File: src/rtl/writeback_commit_pkg.sv
// Shared definitions for the writeback/commit stage:
// opcode and load funct codes, width defaults, write decoder.
package writeback_commit_pkg;

  localparam int XLEN_D = 32;
  localparam int EX_W_D = 4;

  localparam logic [4:0] OP_LOAD      = 5'b00000;
  localparam logic [4:0] OP_IMM_ARITH = 5'b00100;
  localparam logic [4:0] OP_AUIPC     = 5'b00101;
  localparam logic [4:0] OP_ARITH     = 5'b01100;
  localparam logic [4:0] OP_LUI       = 5'b01101;
  localparam logic [4:0] OP_JALR      = 5'b11001;
  localparam logic [4:0] OP_JAL       = 5'b11011;

  localparam logic [2:0] F_LB  = 3'b000;
  localparam logic [2:0] F_LH  = 3'b001;
  localparam logic [2:0] F_LW  = 3'b010;
  localparam logic [2:0] F_LBU = 3'b100;
  localparam logic [2:0] F_LHU = 3'b101;

  // Opcodes that produce a register result
  function automatic logic writes_rd(input logic [4:0] op);
    logic w;
    w = 1'b0;
    case (op)
      OP_LOAD, OP_IMM_ARITH, OP_AUIPC, OP_ARITH,
      OP_LUI, OP_JALR, OP_JAL: w = 1'b1;
      default: w = 1'b0;
    endcase
    return w;
  endfunction

endpackage

File: src/rtl/writeback_commit_load_align.sv
// Load-data alignment: sign/zero extension of
// right-aligned byte/half loads.
module load_align
  import writeback_commit_pkg::*;
#(
  parameter int XLEN = XLEN_D
) (
  input  logic [2:0]      funct,
  input  logic [XLEN-1:0] result,
  output logic [XLEN-1:0] data
);

  // Extend according to the load width/signedness
  always_comb begin
    data = result;
    unique case (funct)
      F_LB:  data = {{(XLEN-8){result[7]}}, result[7:0]};
      F_LH:  data = {{(XLEN-16){result[15]}}, result[15:0]};
      F_LW:  data = result;
      F_LBU: data = {{(XLEN-8){1'b0}}, result[7:0]};
      F_LHU: data = {{(XLEN-16){1'b0}}, result[15:0]};
      default: data = result;
    endcase
  end

endmodule

File: src/rtl/writeback_commit.sv
// Final pipeline stage: regfile commit, trap flush,
// sticky halt and retired-instruction counting.
module writeback_commit
  import writeback_commit_pkg::*;
#(
  parameter int              XLEN         = XLEN_D,
  parameter int              REG_ADDR_W   = 5,
  parameter int              EX_W         = EX_W_D,
  parameter int              CNT_W        = 64,
  parameter logic [XLEN-1:0] TRAP_VEC     = 'h100,
  parameter int              FLUSH_CYCLES = 2
) (
  input  logic                  clk,
  input  logic                  reset,
  input  logic [XLEN-1:0]       PC,
  input  logic [31:0]           instr,
  input  logic [4:0]            opcode,
  input  logic [2:0]            funct,
  input  logic                  nop_instr,
  input  logic [XLEN-1:0]       result,
  input  logic [REG_ADDR_W-1:0] rd_addr,
  input  logic                  exception_valid,
  input  logic [EX_W-1:0]       exception,
  input  logic                  pipeline_valid,
  input  logic                  halt_in,
  output logic                  flush,
  output logic [XLEN-1:0]       flush_addr,
  output logic                  halt_out,
  output logic [REG_ADDR_W-1:0] wr_addr,
  output logic [XLEN-1:0]       wr_data,
  output logic                  wr_enable,
  output logic [XLEN-1:0]       trap_epc,
  output logic [EX_W-1:0]       trap_cause,
  output logic [31:0]           trap_tval,
  output logic [CNT_W-1:0]      retired
);

  typedef enum logic [1:0] {
    RUN,
    TRAP,
    HALTED
  } state_t;

  localparam int FC_W = $clog2(FLUSH_CYCLES + 1);

  state_t          state;
  logic [FC_W-1:0] flush_cnt;
  logic            fire;
  logic            retire;
  logic            commit;
  logic [XLEN-1:0] aligned;
  logic [XLEN-1:0] commit_data;

  load_align #(.XLEN(XLEN)) u_align (
    .funct  (funct),
    .result (result),
    .data   (aligned)
  );

  assign fire        = pipeline_valid && (state == RUN);
  assign retire      = fire && !exception_valid && !nop_instr;
  assign commit      = retire && writes_rd(opcode)
                       && (rd_addr != '0);
  assign commit_data = (opcode == OP_LOAD) ? aligned : result;

  assign wr_enable = commit;
  assign wr_addr   = commit ? rd_addr : '0;
  assign wr_data   = commit ? commit_data : '0;

  // Commit FSM: trap capture, timed flush, sticky halt, retire count
  always_ff @(posedge clk) begin
    if (reset) begin
      state      <= RUN;
      flush      <= 1'b0;
      flush_addr <= '0;
      flush_cnt  <= '0;
      halt_out   <= 1'b0;
      trap_epc   <= '0;
      trap_cause <= '0;
      trap_tval  <= '0;
      retired    <= '0;
    end else begin
      if (retire)
        retired <= retired + 1'b1;
      unique case (state)
        RUN: begin
          if (fire && exception_valid) begin
            state      <= TRAP;
            flush      <= 1'b1;
            flush_addr <= TRAP_VEC;
            flush_cnt  <= FC_W'(FLUSH_CYCLES - 1);
            trap_epc   <= PC;
            trap_cause <= exception;
            trap_tval  <= instr;
          end else if (fire && halt_in) begin
            state    <= HALTED;
            halt_out <= 1'b1;
          end
        end
        TRAP: begin
          if (flush_cnt == '0) begin
            state      <= RUN;
            flush      <= 1'b0;
            flush_addr <= '0;
          end else begin
            flush_cnt <= flush_cnt - 1'b1;
          end
        end
        HALTED: ;
        default: state <= RUN;
      endcase
    end
  end

endmodule

File: config.mk
export PLATFORM = sky130hd
export DESIGN_NAME = writeback_commit
export DESIGN_NICKNAME = d
export VERILOG_FILES = /design/src/rtl/writeback_commit_pkg.sv /design/src/rtl/writeback_commit_load_align.sv /design/src/rtl/writeback_commit.sv
export SDC_FILE = /design/constraint.sdc
export NUM_CORES = 1
export LEC_CHECK = 0
export ABC_AREA = 1
export CORE_ASPECT_RATIO = 1.75
export CORE_UTILIZATION = 40
export CTS_BUF_LIST = sky130_fd_sc_hd__clkbuf_16
export DETAILED_ROUTE_END_ITERATION = 12
export PLACE_DENSITY = 0.85
export SKIP_LAST_GASP = 1
export SLEW_MARGIN = 20
export SYNTH_ARGS = -nofsm -noshare
export SYNTH_HDL_FRONTEND = slang
export SYNTH_HIERARCHICAL = 1
export SYNTH_SLANG_ARGS = --single-unit
File: constraint.sdc
create_clock -name clk -period 3.5 [get_ports clk]
set_input_delay 0.7 -clock clk [delete_from_list [all_inputs] [get_ports clk]]
set_output_delay 0.7 -clock clk [all_outputs]
set_load 0.02 [all_outputs]
# After elaboration in Yosys (flattened, before gate mapping)

Index checks and enable logic that the tools add are counted.

Bits in registers: 170
Input bits: 119
Output and inout port bits: 204
Logic and storage cells: 67

Add/sub/neg operators: 2
Equal/unequal tests: 15
Mux-type cells: 18
Bitwise gates (word level): 2
Reduce and logical (&&, ||, !) cells: 21

Operators by type and width:

| cell                    | count |
|---|---|
| $mux W32                | 4 |
| $pmux W32 S4            | 1 |
| $add A64 B1 Y64 const B | 1 |
| $pmux W32 S2            | 1 |
| $reduce_and A3 Y1       | 4 |
| $eq A5 B3 Y1 const B    | 2 |
| $eq A5 B4 Y1 const B    | 2 |
| $eq A5 B5 Y1 const B    | 2 |
| $mux W2                 | 5 |
| $logic_and A1 B1 Y1     | 7 |
| $reduce_or A7 Y1        | 1 |
| $eq A3 B3 Y1 const B    | 2 |
| $pmux W2 S3             | 1 |
| $logic_not A5 Y1        | 1 |
| $mux W5                 | 1 |
| $reduce_bool A5 Y1      | 1 |
| $logic_not A2 Y1        | 2 |
| $ne A2 B2 Y1 const B    | 2 |
| $pmux W2 S2             | 1 |
| $eq A3 B1 Y1 const B    | 1 |
| $logic_not A3 Y1        | 1 |
| $mux W1                 | 3 |
| $ne A3 B1 Y1 const B    | 1 |
| $eq A2 B1 Y1 const B    | 1 |
| other kinds (8)         | 10 |

# Longest topological paths before layout

Depth in word-level cells: 7
Gate-level depth with buffers: 11
Gate-level depth less buffers: 11

# Hierarchy

The synthesis kept the hierarchy.

By module, submodules not included:

| module           | instances | cells an instance | area each (sq um) | seq. area each (sq um) |
|---|---|---|---|---|
| writeback_commit | 1         | 1,125             | 7,334.5           | 2,762.6 |
| load_align       | 1         | 70                | 389.1             | 0.0 |

# Least setup slack after synthesis

Ideal clock, no wire load.

Kind: in2out
Start point: in opcode[0]
End point: out wr_data[23]
Arrival: 1.879 ns
Required time: 2.800 ns
Setup slack: 0.921 ns
Cell stages on the path: 6
Path buffers: 1
Cell sequence: nor3_4 nand3_1 nand3_1 nand3_2 buf_2 a21oi_1

Cells in the longest elaborated chain, start to end: 6
Elaborated cells on any way between the ends: 13
Those cells by class: 6 x eq/ne; 3 x mux; 4 x reduce/logical

RTL lines:

| what                                 | line                       | RTL |
|---|---|---|
| start: declaration                   | writeback_commit.sv:17     | `input logic [4:0] opcode,` |
| $eq A5 B3 Y1 (tied with other cells) | writeback_commit_pkg.sv:26 | `case (op)` |
| $reduce_or A7 Y1                     | writeback_commit_pkg.sv:26 |  |
| $mux W1                              | writeback_commit_pkg.sv:26 |  |
| $logic_and A1 B1 Y1                  | writeback_commit.sv:62     | `assign commit = retire && writes_rd(opcode)` |
| $logic_and A1 B1 Y1                  | writeback_commit.sv:63     | `&& (rd_addr != '0);` |
| $mux W32 (*)                         | writeback_commit.sv:68     | `assign wr_data = commit ? commit_data : '0;` |
| end: declaration                     | writeback_commit.sv:30     | `output logic [XLEN-1:0] wr_data,` |

Every way passes the cells marked *; elsewhere a longest branch is shown, timed or not.

# Worst setup path in the final report

Start point: in opcode[0]
End point: out wr_data[5]

Same word-level chain as after synthesis.

==> results.json <==
{
  "ir_drop_mv": 0.3609,
  "maxCapViolations": 0,
  "cts_tree": "built",
  "min_period_over_period": 0.9772,
  "die_area_um2": 19890,
  "insertion_delay_ns": 0.43,
  "seq_area_um2": 2763,
  "overflow": 0,
  "arrival_ns": 2.72,
  "first_iter_violations": 547,
  "synth-seq-cells": 138,
  "num_vias": 8742,
  "r2r_setup_slack_ns": 1.64,
  "p_leak_nw": 4.749,
  "core_area_um2": 18750,
  "cts.sinks": 138,
  "skew_ns": 0.01581,
  "timing.final.hold_violations": 0,
  "cpMaxStageDelayCell": "clkdlybuf4s50_1",
  "ys_warn_count": 6,
  "multi_input_area_um2": 3971,
  "crit_required_ns": 2.80,
  "powerDensity_nw_per_um2": 357.9,
  "first_global_vias": 8127,
  "drc": 0,
  "regToRegStartpoint": "retired[1]",
  "final_util": 0.6037,
  "syn-cell-area_um2": 7724,
  "cp_cell_sequence": "clkdlybuf4s50_1 -> nor3_4 -> nand3_1 -> nand3_1 -> nand3_2 -> buf_4 -> a21oi_1 -> clkdlybuf4s50_1",
  "clock.fmax_mhz": 292.4,
  "crit_type": "in -> out",
  "antenna_left": 0,
  "fin_nets": 1586,
  "io_pins": 323,
  "rr_endpoint": "retired[44]",
  "setup.worst_path.start_class": "input port",
  "whs_path_depth": 2,
  "htreeDepth": 4,
  "antennaDiodeCount": 0,
  "cts_inserted_buffers": 17,
  "dpl.hpwl_mm": 19.55,
  "worstHoldEndpoint": "trap_tval[31]",
  "min_period_ns": 3.420,
  "slew_headroom": 0.6551,
  "fill_cells": 1665,
  "cts_hold_repair.buffers": 0,
  "yosysTopAreaCellShare": 0.3577,
  "grt_use_total": 0.2541,
  "wl_per_cell_um": 14.89,
  "synth_area_per_cell_um2": 6.463,
  "wl_mm": 25.55,
  "slew_viol_final": 0,
  "syn_inst": 1195,
  "cts_max_path_buffers": 2,
  "ys_top_cells_by_area": "dfxtp_1 (36%), nand2_1 (12%), a21oi_1 (8.5%)",
  "clk_pin_slew_ns": 0.06,
  "rsz0062_at_grt": "true",
  "yosys.cell_types.count": 38,
  "synthToLayoutAreaGrowth_pct": 46.51,
  "avgViaCountPerCell": 5.094,
  "finalSetupViolCount": 0,
  "hold_path.startpoint": "trap_tval[31]",
  "synth_edf_count": 0,
  "die_x_um": 107.0,
  "synth-main-ff-cell": "dfxtp_1",
  "gp_routability_congestion": 0.9032,
  "place_ws_ns": 0.03797,
  "cp-end-kind": "output pin",
  "grt_pass1_wl_mm": 39.40,
  "setup_ws_ns": 0.07989,
  "antenna_found_initial": 0,
  "critPathMaxFanout": 28,
  "max_stage_delay_ns": 0.62,
  "first_pass_iters": 5,
  "reg2reg_depth": 10,
  "worst_pin_slew_ns": 0.5173,
  "drive_above_1_share": 0.06089,
  "grt_max_degree": 73,
  "status": "finished clean",
  "yosysTopAreaCell": "dfxtp_1",
  "num_rows": 66,
  "port_buffers": 291,
  "seq_area_frac_synth": 0.3577,
  "die_h_um": 185.8,
  "start_util": 0.4120,
  "cts_root_buf": "clkbuf_16",
  "async_flop_share": 0,
  "holdCritPathClass": "reg -> reg"
}
## metal layers
layer / part of all wire / GRT usage / vias up
met2: 0.50 / 0.4565 / 438
met4: 0.040 / 0.1342 / 0
met3: 0.10 / 0.08789 / 76
met5: 0 / 0 / -
met1: 0.36 / 0.2551 / 3905
li1: - / - / 4323
## final cells by class
type                    count  area share
flip-flops and latches    138      0.2441
repair buffers            311      0.2769
well taps                 238     0.02632
inverters                 157     0.05219
multi-input cells         840      0.3509
clock inverters            15     0.01194
clock buffers              17     0.03759
## sequential cells by signal, indices dropped and copies added, names as in the netlist
register and cells:
trap_cause 4, trap_epc 32, trap_tval 32, state 2, halt_out 1, flush_addr 1, retired 64, flush_cnt 2
## cell families after synthesis
group / synth area share
AO/OA/AOI/OAI: 0.1473
XOR/XNOR: 0.007938
adder cells (fa/ha/maj): 0.003239
buffers and inverters: 0.1456
flip-flops: 0.3577
other: 0.0004855
AND/OR/NAND/NOR: 0.3378
## cell usage after synthesis, drive strengths merged, types with 2 or more instances
cell type    n
nand2      248
nor2       182
inv        154
dfxtp      138
a21oi      131
o21ai       90
nand3       79
buf         56
nand4       44
clkbuf      35
nor3        14
nor3b        5
xor2         5
clkinv       3
ha           2
xnor2        2
## placed cells by master (no fill, tap or decap), types with 12 or more instances in the layout
cell,count
clkdlybuf4s50_1,268
nand2_1,239
nor2_1,161
inv_1,155
dfxtp_1,138
a21oi_1,131
o21ai_0,89
nand3_1,73
nand4_1,44
conb_1,31
dlymetal6s2s_1,23
buf_4,19
clkbuf_16,17
nor3_1,12
nor2_2,12
## stage by stage
stage / power [mW] / area (µm²) / setup TNS, ns / instances / hold WS [ns]
after global placement: 2.338 / 10690 / 0 / 1683 / 0.4300
after floorplan: 2.049 / 7836 / 0 / 1225 / 0.4611
after CTS: 4.073 / 11250 / 0 / 1715 / 0.4436
after detailed placement: 2.350 / 10690 / 0 / 1683 / 0.4345
final: 4.050 / 11320 / 0 / 1716 / 0.4410
after global routing: 4.206 / 11320 / -0.03861 / 1716 / 0.4609
## report_power, final
| part | switching (mW) | leakage, nW | internal, mW |
|---|---|---|---|
| combinational | 0.344 | 3.35 | 0.305 |
| sequential | 0.0367 | 1.12 | 1.64 |
| clock | 0.694 | 0.276 | 1.03 |
| total | 1.07 | 4.75 | 2.98 |
## repair_timing
item / 4_1_cts / 5_1_grt
gates resized for setup: 0 / 23
endpoints found under the setup margin: 0 / 25
buffers inserted: 0 / 0
## critical path, delay by kind of cell
family | cells | cell delay [ns]
simple gates | 4 | 0.55
compound gates | 1 | 0.14
buf+inv | 3 | 1.33
## how the worst max path moves through the flow
stage                     startpoint          end  slack [ns]  cells after the start
after floorplan            opcode[0]  wr_data[23]        0.92                      6
after global placement     opcode[0]  wr_data[27]        0.11                      6
after detailed placement   opcode[0]  wr_data[21]        0.04                      8
after CTS                  opcode[0]  wr_data[21]        0.04                      8
after global routing       opcode[0]   wr_data[5]       -0.04                      6
final                      opcode[0]   wr_data[5]        0.08                      8
Note: power is estimated with default switching activity, not from simulation.
